### config.mk
export PLATFORM = sky130hd
export DESIGN_NAME = saddc_block_feeder_flat
export DESIGN_NICKNAME = d
export VERILOG_FILES = /design/src/rtl/saddc_block_feeder_if.sv /design/src/rtl/saddc_block_feeder.sv /design/src/flat_wrapper.sv
export SDC_FILE = /design/constraint.sdc
export NUM_CORES = 1
export LEC_CHECK = 0
export ABC_CLOCK_PERIOD_IN_PS = 2300
export CAP_MARGIN = 20
export CORE_ASPECT_RATIO = 1.5
export CORE_MARGIN = 5
export CORE_UTILIZATION = 37
export CTS_CLUSTER_DIAMETER = 80
export DETAILED_ROUTE_END_ITERATION = 12
export DONT_BUFFER_PORTS = 1
export GPL_TIMING_DRIVEN = 1
export MAX_ROUTING_LAYER = met4
export PLACE_DENSITY = 0.57
export SKIP_CTS_REPAIR_TIMING = 1
export SYNTH_ARGS = -nofsm -noshare
export SYNTH_HDL_FRONTEND = slang
export SYNTH_SLANG_ARGS = --single-unit
### constraint.sdc
create_clock -name clk -period 2.3 [get_ports clk]
set_input_delay 0.23 -clock clk [delete_from_list [all_inputs] [get_ports clk]]
set_output_delay 0.23 -clock clk [all_outputs]
set_load 0.005 [all_outputs]
### src/rtl/saddc_block_feeder_if.sv
// Bundle of the byte-stream input, the block pair going to ControlUnit and the
// decision result port of saddc_block_feeder.
interface saddc_block_feeder_if #(
    parameter int BLOCK_W = 32,
    parameter int BYTE_W  = 8,
    parameter int CNT_W   = 16
);
    logic               io_in_valid;
    logic               io_in_ready;
    logic [BYTE_W-1:0]  io_in_data;
    logic               io_abort;
    logic [BLOCK_W-1:0] io_fBlock;
    logic [BLOCK_W-1:0] io_wBlock;
    logic               io_decision;
    logic               io_out_valid;
    logic               io_out_ready;
    logic               io_out_decision;
    logic [CNT_W-1:0]   io_blk_count;

    modport master (
        output io_in_valid, io_in_data, io_abort, io_decision, io_out_ready,
        input  io_in_ready, io_fBlock, io_wBlock, io_out_valid, io_out_decision, io_blk_count
    );

    modport slave (
        input  io_in_valid, io_in_data, io_abort, io_decision, io_out_ready,
        output io_in_ready, io_fBlock, io_wBlock, io_out_valid, io_out_decision, io_blk_count
    );
endinterface

### src/rtl/saddc_block_feeder.sv
// Assembles a feature/weight block pair from a byte stream, presents it to
// ControlUnit and hands the sampled decision downstream over ready/valid.
module saddc_block_feeder #(
    parameter int BLOCK_W = 32,
    parameter int BYTE_W  = 8,
    parameter int DEC_LAT = 0,
    parameter int CNT_W   = 16
) (
    input  logic               clk,
    input  logic               reset_n,
    saddc_block_feeder_if.slave bus
);
    localparam int NB   = BLOCK_W / BYTE_W;
    localparam int BC_W = (NB > 1) ? $clog2(NB) : 1;
    localparam logic [BC_W-1:0] LAST_BYTE = BC_W'(NB - 1);

    typedef enum logic [1:0] {LOAD_F, LOAD_W, SETTLE, EMIT} state_t;

    state_t             state;
    state_t             next_state;
    logic               ready_en;
    logic [BC_W-1:0]    byte_cnt;
    logic [BLOCK_W-1:0] f_stg;
    logic [BLOCK_W-1:0] w_stg;
    logic [BLOCK_W-1:0] f_block;
    logic [BLOCK_W-1:0] w_block;
    logic [3:0]         settle_cnt;
    logic               out_valid;
    logic               out_decision;
    logic [CNT_W-1:0]   blk_count;
    logic               in_ready;
    logic               accept;
    logic               last_byte;

    // ready_en keeps in_ready low until the first clock after reset release
    assign in_ready  = ready_en && !bus.io_abort && (state == LOAD_F || state == LOAD_W);
    assign accept    = bus.io_in_valid && in_ready;
    assign last_byte = (byte_cnt == LAST_BYTE);

    always_ff @(posedge clk or negedge reset_n) begin
        if (!reset_n) begin
            state <= LOAD_F;
        end else begin
            state <= next_state;
        end
    end

    always_comb begin
        next_state = state;
        if (bus.io_abort) begin
            next_state = LOAD_F;
        end else begin
            case (state)
                LOAD_F:  if (accept && last_byte) next_state = LOAD_W;
                LOAD_W:  if (accept && last_byte) next_state = SETTLE;
                SETTLE:  if (settle_cnt == 4'd0) next_state = EMIT;
                EMIT:    if (bus.io_out_ready) next_state = LOAD_F;
                default: next_state = LOAD_F;
            endcase
        end
    end

    // Abort flushes the pair in progress but leaves committed blocks and the count alone
    always_ff @(posedge clk or negedge reset_n) begin
        if (!reset_n) begin
            ready_en     <= 1'b0;
            byte_cnt     <= '0;
            f_stg        <= '0;
            w_stg        <= '0;
            f_block      <= '0;
            w_block      <= '0;
            settle_cnt   <= '0;
            out_valid    <= 1'b0;
            out_decision <= 1'b0;
            blk_count    <= '0;
        end else begin
            ready_en <= 1'b1;
            if (bus.io_abort) begin
                byte_cnt  <= '0;
                f_stg     <= '0;
                w_stg     <= '0;
                out_valid <= 1'b0;
            end else begin
                case (state)
                    LOAD_F: begin
                        if (accept) begin
                            f_stg    <= BLOCK_W'({f_stg, bus.io_in_data});
                            byte_cnt <= last_byte ? '0 : byte_cnt + BC_W'(1);
                        end
                    end
                    LOAD_W: begin
                        if (accept) begin
                            w_stg    <= BLOCK_W'({w_stg, bus.io_in_data});
                            byte_cnt <= last_byte ? '0 : byte_cnt + BC_W'(1);
                            if (last_byte) begin
                                f_block    <= f_stg;
                                w_block    <= BLOCK_W'({w_stg, bus.io_in_data});
                                settle_cnt <= 4'(DEC_LAT);
                            end
                        end
                    end
                    SETTLE: begin
                        if (settle_cnt == 4'd0) begin
                            out_decision <= bus.io_decision;
                            out_valid    <= 1'b1;
                        end else begin
                            settle_cnt <= settle_cnt - 4'd1;
                        end
                    end
                    EMIT: begin
                        if (bus.io_out_ready) begin
                            out_valid <= 1'b0;
                            blk_count <= blk_count + CNT_W'(1);
                        end
                    end
                    default: ;
                endcase
            end
        end
    end

    assign bus.io_in_ready     = in_ready;
    assign bus.io_fBlock       = f_block;
    assign bus.io_wBlock       = w_block;
    assign bus.io_out_valid    = out_valid;
    assign bus.io_out_decision = out_decision;
    assign bus.io_blk_count    = blk_count;
endmodule

### src/flat_wrapper.sv
// flat-port wrapper written by rule: the top's interface ports become plain ports
module saddc_block_feeder_flat 
#(
    parameter int BLOCK_W = 32,
    parameter int BYTE_W  = 8,
    parameter int DEC_LAT = 0,
    parameter int CNT_W   = 16
)
  (clk, reset_n, bus_io_in_valid, bus_io_in_data, bus_io_abort, bus_io_decision, bus_io_out_ready, bus_io_in_ready, bus_io_fBlock, bus_io_wBlock, bus_io_out_valid, bus_io_out_decision, bus_io_blk_count);
  saddc_block_feeder_if #(.BLOCK_W(BLOCK_W), .BYTE_W(BYTE_W), .CNT_W(CNT_W)) bus_i ();
  input  logic clk;
  input  logic reset_n;
  input wire logic [$bits(bus_i.io_in_valid)-1:0] bus_io_in_valid;
  input wire logic [$bits(bus_i.io_in_data)-1:0] bus_io_in_data;
  input wire logic [$bits(bus_i.io_abort)-1:0] bus_io_abort;
  input wire logic [$bits(bus_i.io_decision)-1:0] bus_io_decision;
  input wire logic [$bits(bus_i.io_out_ready)-1:0] bus_io_out_ready;
  output wire logic [$bits(bus_i.io_in_ready)-1:0] bus_io_in_ready;
  output wire logic [$bits(bus_i.io_fBlock)-1:0] bus_io_fBlock;
  output wire logic [$bits(bus_i.io_wBlock)-1:0] bus_io_wBlock;
  output wire logic [$bits(bus_i.io_out_valid)-1:0] bus_io_out_valid;
  output wire logic [$bits(bus_i.io_out_decision)-1:0] bus_io_out_decision;
  output wire logic [$bits(bus_i.io_blk_count)-1:0] bus_io_blk_count;
  assign bus_i.io_in_valid = bus_io_in_valid;
  assign bus_i.io_in_data = bus_io_in_data;
  assign bus_i.io_abort = bus_io_abort;
  assign bus_i.io_decision = bus_io_decision;
  assign bus_i.io_out_ready = bus_io_out_ready;
  assign bus_io_in_ready = bus_i.io_in_ready;
  assign bus_io_fBlock = bus_i.io_fBlock;
  assign bus_io_wBlock = bus_i.io_wBlock;
  assign bus_io_out_valid = bus_i.io_out_valid;
  assign bus_io_out_decision = bus_i.io_out_decision;
  assign bus_io_blk_count = bus_i.io_blk_count;
  saddc_block_feeder #(.BLOCK_W(BLOCK_W), .BYTE_W(BYTE_W), .DEC_LAT(DEC_LAT), .CNT_W(CNT_W)) u_core (.clk(clk), .reset_n(reset_n), .bus(bus_i));
endmodule
==> metrics <==
largest net degree at the start of global routing 148; Residual DRC 0; Multi-input gate area 2300 µm²; Die Y around 170 µm; Fill cells 1546; RSZ-0062 raised after global routing no; Setup Crit Path Kind register to register; via count 3613; Fin Setup TNS 0 ns; max-cap violations 0; Worst-path clk slew about 0.070 ns; total grt overflow 0; Least-Margin Pin Slew about 0.50 ns; FF+latch count, synth around 150; most frequent cells in the layout dfrtp_1, nand2_1, mux2_4; VDD IR-drop max 0.508 mV; cts bufs inserted 17; share of cells above drive strength 1 20.2%; pre-CTS WS 0.346 ns; Final Skew 0.0115 ns; CP arrival 2.26 ns; Ports 97; post-DR wirelength/cell about 18 µm; status finished with violations; All-Layer GR Usage 14.0%; final core utilization 43.2%; Hold Path Class primary input to async pin; commonest non-fill, non-tap cell in the layout dfrtp_1; CP required approximately 2.6 ns; Fin. Hold Viols 147; synthesized netlist cell count 487; die area 19400 µm²; vias in the first global route 3810; TritonCTS clock tree done; Yosys warning count 0; first-pass GRT wire length 20800 µm; Mapped Avg Cell Area 12.6 µm²; Pwr Density 869 nW/µm²; H-tree lvl count 4; CP endpoint kind register; Synth async-reset ratio 100%; Max Fclk 505 MHz; Via density ~5; core area around 16000 µm²; crit path time final approximately 2.0 ns; clk_lat worst skew 0.41 ns; violated checks negative hold slack; Hold Slack -0.493 ns; Chip Width 115 µm; Sequential Area roughly 3700 µm²; Yosys cell types 46; initial antenna violation count 3; antenna-violating nets left 0; # setup viols final 0; Netlist Area Pre-Place 6150 µm²; fin cells 720; PortBufs 0; fin nets 521; Leak Pwr approximately 3.4 nW; WL final 13200 µm; Placer Congestion 0.757; TritonCTS sink count 147; Worst Slack Setup Final 0.321 ns; Iteration-0 DRC Markers ~230; sequential cell area fraction in the yosys report about three fifths; overall power just over 6 mW; Final Cell Area 7020 µm²; Area Overhead vs Synth 14.1%; Root Buffer clkbuf_16; Placed Area 6340 µm²; site row count between 50 and 60; syn_nets 510; Initial Util a little under two fifths; Final Cycle Share a little under nine tenths; placed wire-length estimate approximately 9000 µm; predominant post-synthesis flop cell dfrtp_1; Max-slew headroom 66.3%; placed cell count 675; number of synthesized flops with an enable pin 0; CTS Buffer Depth 2; Pre-antenna DRT Iters 4; Max Slew Vio Count 0; crit path launch type register; Critical Path Fanout Max 28
==> power by group <==
part,switching (mW),internal (mW)
clock,1.17,1.43
combinational,0.404,0.284
sequential,0.119,2.70
==> cell families after synthesis <==
logic type	Yosys count	share of synthesized area [%]
and+or+nand+nor	141	10.4
muxes	69	15.9
other	1	0.0610
xor gates and xnor gates	15	2.14
AOI/OAI and AO/OA	72	7.16
DFF	147	59.8
buffers and inverters	33	2.81
adders and majority gates	9	1.83
==> critical path: stages, from the launching register on <==
cell and delay [ns]:
dfrtp_1 0.41, inv_1 0.12, ha_1 0.27, nand3_1 0.16, nor2_4 0.14, nand2_4 0.16
buf_12 0.24, mux2_1 0.34
==> Yosys cell counts (all sizes together), types with 2 or more instances <==
| cell | number | share of area, % |
|---|---|---|
| and3 | 2 | 0.20 |
| clkbuf | 14 | 0.85 |
| o21ai | 2 | 0.16 |
| nand4 | 2 | 0.20 |
| and2 | 2 | 0.20 |
| a21oi | 46 | 3.7 |
| nor3b | 2 | 0.24 |
| nand3b | 2 | 0.24 |
| o22ai | 2 | 0.20 |
| or3b | 2 | 0.28 |
| mux2i | 3 | 0.49 |
| a22o | 13 | 1.9 |
| ha | 9 | 1.8 |
| nor3 | 4 | 0.41 |
| nand2 | 96 | 6.0 |
| dfrtp | 147 | 60 |
| buf | 10 | 1.4 |
| and4 | 2 | 0.28 |
| xor2 | 4 | 0.57 |
| nand3 | 11 | 0.89 |
| xnor2 | 11 | 1.6 |
| inv | 9 | 0.55 |
| nor2 | 10 | 0.73 |
| mux2 | 66 | 15 |
| a31oi | 2 | 0.20 |
==> flip-flops by register name, summed over array words and instances (netlist names) <==
| signal | flops |
|---|---|
| u_core.bus.io_blk_count | 16 |
| u_core.bus.io_fBlock | 32 |
| u_core.bus.io_out_decision | 1 |
| u_core.bus.io_out_valid | 1 |
| u_core.bus.io_wBlock | 32 |
| u_core.byte_cnt | 2 |
| u_core.f_stg | 32 |
| u_core.ready_en | 1 |
| u_core.settle_cnt | 4 |
| u_core.state | 2 |
| u_core.w_stg | 24 |
==> metal layers <==
metal	track usage, %	up-vias	share of wire (%)
li1	-	1702	-
met1	16.1	1809	40
met2	22.7	92	51
met3	5.42	10	7.4
met4	3.98	0	0.98
met5	-	-	0
==> final cells by class <==
cell class,count,share of cell area (%)
Antenna cell,3,0.107
Clock buffer,17,6.06
Clock inverter,15,1.91
Inverter,9,0.481
Multi-Input combinational cell,307,32.8
Sequential cell,147,52.4
Tap cell,206,3.67
Timing Repair Buffer,16,2.57
==> final timing paths <==
kind | from | to | slack (ns) | depth (start not counted)
worst max-delay path | u_core.state[1]$_DFFE_PN0P_ | u_core.bus.io_fBlock[3]$_DFFE_PN0P_ | 0.32 | 7
worst min-delay path | reset_n | u_core.bus.io_fBlock[15]$_DFFE_PN0P_ | -0.49 | 0
worst max register to register | u_core.state[1]$_DFFE_PN0P_ | u_core.bus.io_fBlock[3]$_DFFE_PN0P_ | 0.32 | 7
worst min register to register | u_core.f_stg[25]$_DFFE_PN0P_ | u_core.bus.io_fBlock[25]$_DFFE_PN0P_ | 0.49 | 1
max in group asynchronous | reset_n | u_core.bus.io_wBlock[16]$_DFFE_PN0P_ | 2.64 | 0
min in group clk | bus_io_abort | u_core.state[1]$_DFFE_PN0P_ | 0.06 | 2
Note: power is estimated with default switching activity, not from simulation.
==> edit 1, RTL diff (same flow settings) <==
`BLOCK_W` is set to 32 in 3 places; all go to 16.
--- a/src/rtl/saddc_block_feeder_if.sv
+++ b/src/rtl/saddc_block_feeder_if.sv
@@ -2,5 +2,5 @@
 // decision result port of saddc_block_feeder.
 interface saddc_block_feeder_if #(
-    parameter int BLOCK_W = 32,
+    parameter int BLOCK_W = 16,
     parameter int BYTE_W  = 8,
     parameter int CNT_W   = 16
--- a/src/rtl/saddc_block_feeder.sv
+++ b/src/rtl/saddc_block_feeder.sv
@@ -2,5 +2,5 @@
 // ControlUnit and hands the sampled decision downstream over ready/valid.
 module saddc_block_feeder #(
-    parameter int BLOCK_W = 32,
+    parameter int BLOCK_W = 16,
     parameter int BYTE_W  = 8,
     parameter int DEC_LAT = 0,
--- a/src/flat_wrapper.sv
+++ b/src/flat_wrapper.sv
@@ -2,5 +2,5 @@
 module saddc_block_feeder_flat 
 #(
-    parameter int BLOCK_W = 32,
+    parameter int BLOCK_W = 16,
     parameter int BYTE_W  = 8,
     parameter int DEC_LAT = 0,
Interface: changed (resized bus_io_fBlock and bus_io_wBlock); port bits go from 97 to 65. The function was not compared with the original's and may differ.
==> edit 1 against the unedited design <==
  * Combinational power up 2%
  * Sequential cell count down 65
  * Count of clock-buffer cells in the layout fell by 5
  * Global-route usage down 1.5 points
  * Sequential share of layout area is 2.0 points lower
  * Synthesized area fell by 41%
  * Total power fell by 36%
  * Wire length fell by 46%
  * Critical endpoint is now u_core.bus.io_wBlock[6]
  * Worst setup slack improved by 0.064 ns
  * Critical path depth is 1 lower
  * Critical path type unchanged
  * Clock power shrank 45%
  * Largest power group unchanged
  * Cell area down 42%
==> edit 1: results (changes against the unedited design) <==
stage;metric;value;unit;change
run_status;status;finished, final reports clean;;
grt;antenna_found_initial;0;;-3
clock_tree;cts_inserted_buffers;9;;-8
clock_tree;clkLatencyLatePin;0.33;ns;-0.08 ns
setup_path;crit_fanout;8;;-71%
yosys;synth_area_leaders;dfrtp_1 (56%), mux2_4 (12%), nand2_1 (6.1%);;
layout;nonClkBufAreaFrac;2.27;%;-0.29 points
drt;wl;7.17;mm;-46%
hold_path;min_path_type;in2reg;;
yosys;ys_seq_area_share;56.2;%;-3.6 points
setup_path;crit_arrival;2.13;ns;-0.13 ns
power_and_ir_drop;sw_frac_of_total;27.9;%;+0.22 points
place;dp.cells;407;;-40%
layout;antenna_cells;0;;-3
layout;n_clock_buffer;12;;-5
drt;routedWlPerCell;16.8;um;-8.3%
drt;dr_total_vias;2176;;-40%
sta;tightest_slew;0.672;ns;+0.170 ns
layout;syn_to_final_growth;11.6;%;
setup_path;worstReg2RegEnd;u_core.bus.io_wBlock[6];;
place;place_congestion;0.683;;-9.8%
sta;hold_ws;0.0219;ns;+0.515 ns
place;dp_hpwl;4.89;mm;-45%
layout;clk_share;7.31;%;-0.66 points
yosys;yosys-top-cells-count;dfrtp_1 (82), nand2_1 (59), mux2_4 (30);;
power_and_ir_drop;leakage;1.87;nW;-45%
grt;grt_max_degree;83;;-44%
layout;num-multi-input-gates;201;;-35%
setup_path;r2r_slack;0.38;ns;+0.06 ns
yosys;syn_nets;323;;-37%
floorplanning;die_w;91.1;um;-21%
clock_tree;htree_levels;3;;-1
power_and_ir_drop;vdd_drop_max;0.000630;V;+24%
yosys;synthDistinctLibCells;42;;-8.7%
place;place_ws;0.386;ns;+0.0401 ns
[edit 1: power by group through the flow]
stage,sequential [mW],combinational (mW),clock [mW]
after floorplan,1.74,0.558,0
after detailed placement,1.79,0.654,0
final,1.76,0.699,1.43
after CTS,1.76,0.660,1.47
after global routing,1.78,0.795,1.55
after global placement,1.78,0.635,0
[edit 1: worst register-to-register path, delay by kind of cell, from the launching register on]
kind | cells | cell delay [ns]
muxes | 1 | 0.32
adders and majority gates | 1 | 0.28
buffers and inverters | 2 | 0.34
and+or+nand+nor | 2 | 0.46
DFF | 1 | 0.42
[edit 1: how the worst max path moves through the flow]
| stage | start | cells past startpoint | end | slack (ns) |
|---|---|---|---|---|
| 2_1_floorplan | u_core.state[1] | 8 | u_core.bus.io_fBlock[0] | 0.42 |
| 3_3_place_gp | u_core.settle_cnt[0] | 6 | u_core.settle_cnt[2] | 0.43 |
| 3_5_place_dp | u_core.state[1] | 6 | u_core.bus.io_wBlock[6] | 0.39 |
| 4_1_cts | u_core.state[1] | 6 | u_core.bus.io_wBlock[14] | 0.37 |
| 5_1_grt | u_core.state[1] | 6 | u_core.bus.io_wBlock[13] | 0.25 |
| 6_report | u_core.state[1] | 6 | u_core.bus.io_wBlock[6] | 0.38 |
[edit 1: cell families after synthesis]
| family | share of synthesized area (%) |
|---|---|
| AO/OA/AOI/OAI | 6.79 |
| multiplexers | 13.8 |
| other | 0.103 |
| buffers and inverters | 3.63 |
| AND/OR/NAND/NOR | 12.8 |
| adder cells (fa/ha/maj) | 2.74 |
| XOR/XNOR | 3.84 |
| flip-flops | 56.2 |
[edit 1: layer usage]
metal,vias to the layer above,part of all wire (%),GRT usage (%)
met3,9,6.0,4.12
li1,1033,-,-
met5,-,0,-
met4,0,2.0,6.61
met1,1081,42,14.8
met2,53,50,19.0
==> edit 2, RTL diff (same settings) <==
Without the edit above. Reset style: synchronous (`reset_n`), changed in 2 clocked blocks.
--- a/src/rtl/saddc_block_feeder.sv
+++ b/src/rtl/saddc_block_feeder.sv
@@ -38,5 +38,5 @@
     assign last_byte = (byte_cnt == LAST_BYTE);
 
-    always_ff @(posedge clk or negedge reset_n) begin
+    always_ff @(posedge clk) begin
         if (!reset_n) begin
             state <= LOAD_F;
@@ -62,5 +62,5 @@
 
     // Abort flushes the pair in progress but leaves committed blocks and the count alone
-    always_ff @(posedge clk or negedge reset_n) begin
+    always_ff @(posedge clk) begin
         if (!reset_n) begin
             ready_en     <= 1'b0;
Behaviour: differs if reset_n is asserted again (counterexample within 4 cycles, from zero or initial values and one cycle with reset_n low); with reset_n held inactive, the same outputs for 10 cycles.
==> edit 2 against the unedited design <==
  * Sequential cell count did not move
  * Cell area fell by 8.5%
  * Synthesized cell count rose by 39%
  * Non-clock buffer count rose by 4
  * Highest routed layer unchanged
  * Sequential share of layout area fell by 6.6 points
  * Worst setup slack improved by 0.060 ns
  * Wire length rose by 2.0%
  * Synthesized area fell by 11%
  * Core utilization rose by 1.0 points
Power is not compared: it rests on default switching activity, and its combinational part moved more than twofold at a synthesized area within 25%.
==> edit 2: results (changes against the unedited design) <==
stage;metric;value;unit;change
yosys;synthDominantCellAreaShare;53.8;%;-6.0 points
drt;viasPerCell;4.96;;-1.2%
place;port_buffers;0;;unchanged
drt;wl_met2;6.77;mm;+0.27%
sta;tightest_slew;0.686;ns;+0.185 ns
grt;use_met1;17.6;%;+1.5 points
drt;drt_iter0_drc;166;;-29%
layout;drive_above_1_share;7.42;%;-13 points
grt;first_global_vias;4312;;+13%
grt;antenna_found_initial;0;;-3
yosys;synth_area_leaders;dfxtp_1 (54%), nand2_1 (17%), a21oi_1 (12%);;
hold_path;hold_end;u_core.bus.io_out_valid;;
power_and_ir_drop;vdd_drop_max;0.000468;V;
grt;grt_max_degree;46;;-69%
place;dp.cells;840;;+24%
setup_path;crit_fanout;5;;-82%
setup_path;slowest_stage;nor3b_1;;
drt;top_layer;met4;;
hold_path;hold_depth;3;;
setup_path;r2r_slack;0.38;ns;+0.06 ns
yosys;synthDistinctLibCells;40;;-13%
yosys;synth_mux_area_share;1.28;%;-15 points
drt;ant_nets;0;;unchanged
setup_path;crit_arrival;2.19;ns;-0.07 ns
setup_path;cp_top_family;simple AND/OR/NAND/NOR gates;;
yosys;ys_seq_area_share;53.8;%;-6.0 points
setup_path;worstRegToRegCells;6;;-1
yosys;synthFlopType;dfxtp_1;;
setup_path;r2r-start;u_core.settle_cnt[0];;
grt;grt_pass1_wl;21.8;mm;+4.8%
yosys;synth_compound_area_share;13.7;%;+6.5 points
yosys;syn_avg_cell_area;8.07;um^2;-36%
clock_tree;clockBufferDepth;2;;unchanged
hold_path;min_path_type;in2reg;;
drt;wl_met3;1.05;mm;+6.8%
place;place_ws;0.250;ns;-0.0961 ns
drt;first_pass_iters;5;;+1
place;place_congestion;0.790;;+4.4%
place;dp_hpwl;9.43;mm;+5.3%
yosys;ys_async_sr_fraction;0;%;-100 points
yosys;synthXorXnorAreaFrac;1.44;%;-0.69 points
yosys;yosys-top-cells-count;nand2_1 (252), dfxtp_1 (147), a21oi_1 (126);;
grt;grt_usage;16.3;%;+2.2 points
sta;finClkSkew;0.00856;ns;-0.00293 ns
run_status;status;finished, final reports clean;;
setup_path;worstReg2RegEnd;u_core.state[1];;
yosys;syn_nets;700;;+37%
yosys;synth-adder-area-share;1.83;%;about the same
sta;hold_ws;0.0133;ns;+0.507 ns
drt;dr_total_vias;4377;;+21%
layout;antenna_cells;0;;-3
drt;wl_met1;5.41;mm;+1.1%
setup_path;max_stage_delay;0.58;ns;+0.17 ns
grt;grt_util_met2;26.7;%;+4.0 points
grt;grtUsageMet3;6.95;%;+1.5 points
drt;routedWlPerCell;15.3;um;-17%
place;placed_cell_area;5690;um^2;-10%
-- edit 2: how the worst max path moves through the flow --
stage | start | end | slack, ns
2_1_floorplan | u_core.state[0] | u_core.bus.io_blk_count[15] | 0.59
3_3_place_gp | u_core.state[0] | u_core.f_stg[31] | 0.39
5_1_grt | u_core.state[0] | u_core.bus.io_blk_count[15] | 0.25
6_report | u_core.settle_cnt[0] | u_core.state[1] | 0.38
4_1_cts | u_core.state[0] | u_core.f_stg[28] | 0.26
3_5_place_dp | u_core.state[0] | u_core.f_stg[28] | 0.25
-- edit 2: cell type report --
cell class | instances | area, um^2
fill | 1464 | 8110
sequential | 147 | 2940
multi-input combinational | 479 | 2330
clock buffer | 17 | 425
timing repair buffer | 20 | 270
tap | 196 | 245
clock inverter | 15 | 173
inverter | 9 | 33.8
-- edit 2: worst register-to-register path: stages (launching register included) --
cell and delay (ns):
dfxtp_1 0.33, inv_1 0.09, ha_1 0.16, nor3b_1 0.58, o221a_2 0.37, mux2i_1 0.20
nor2_1 0.06
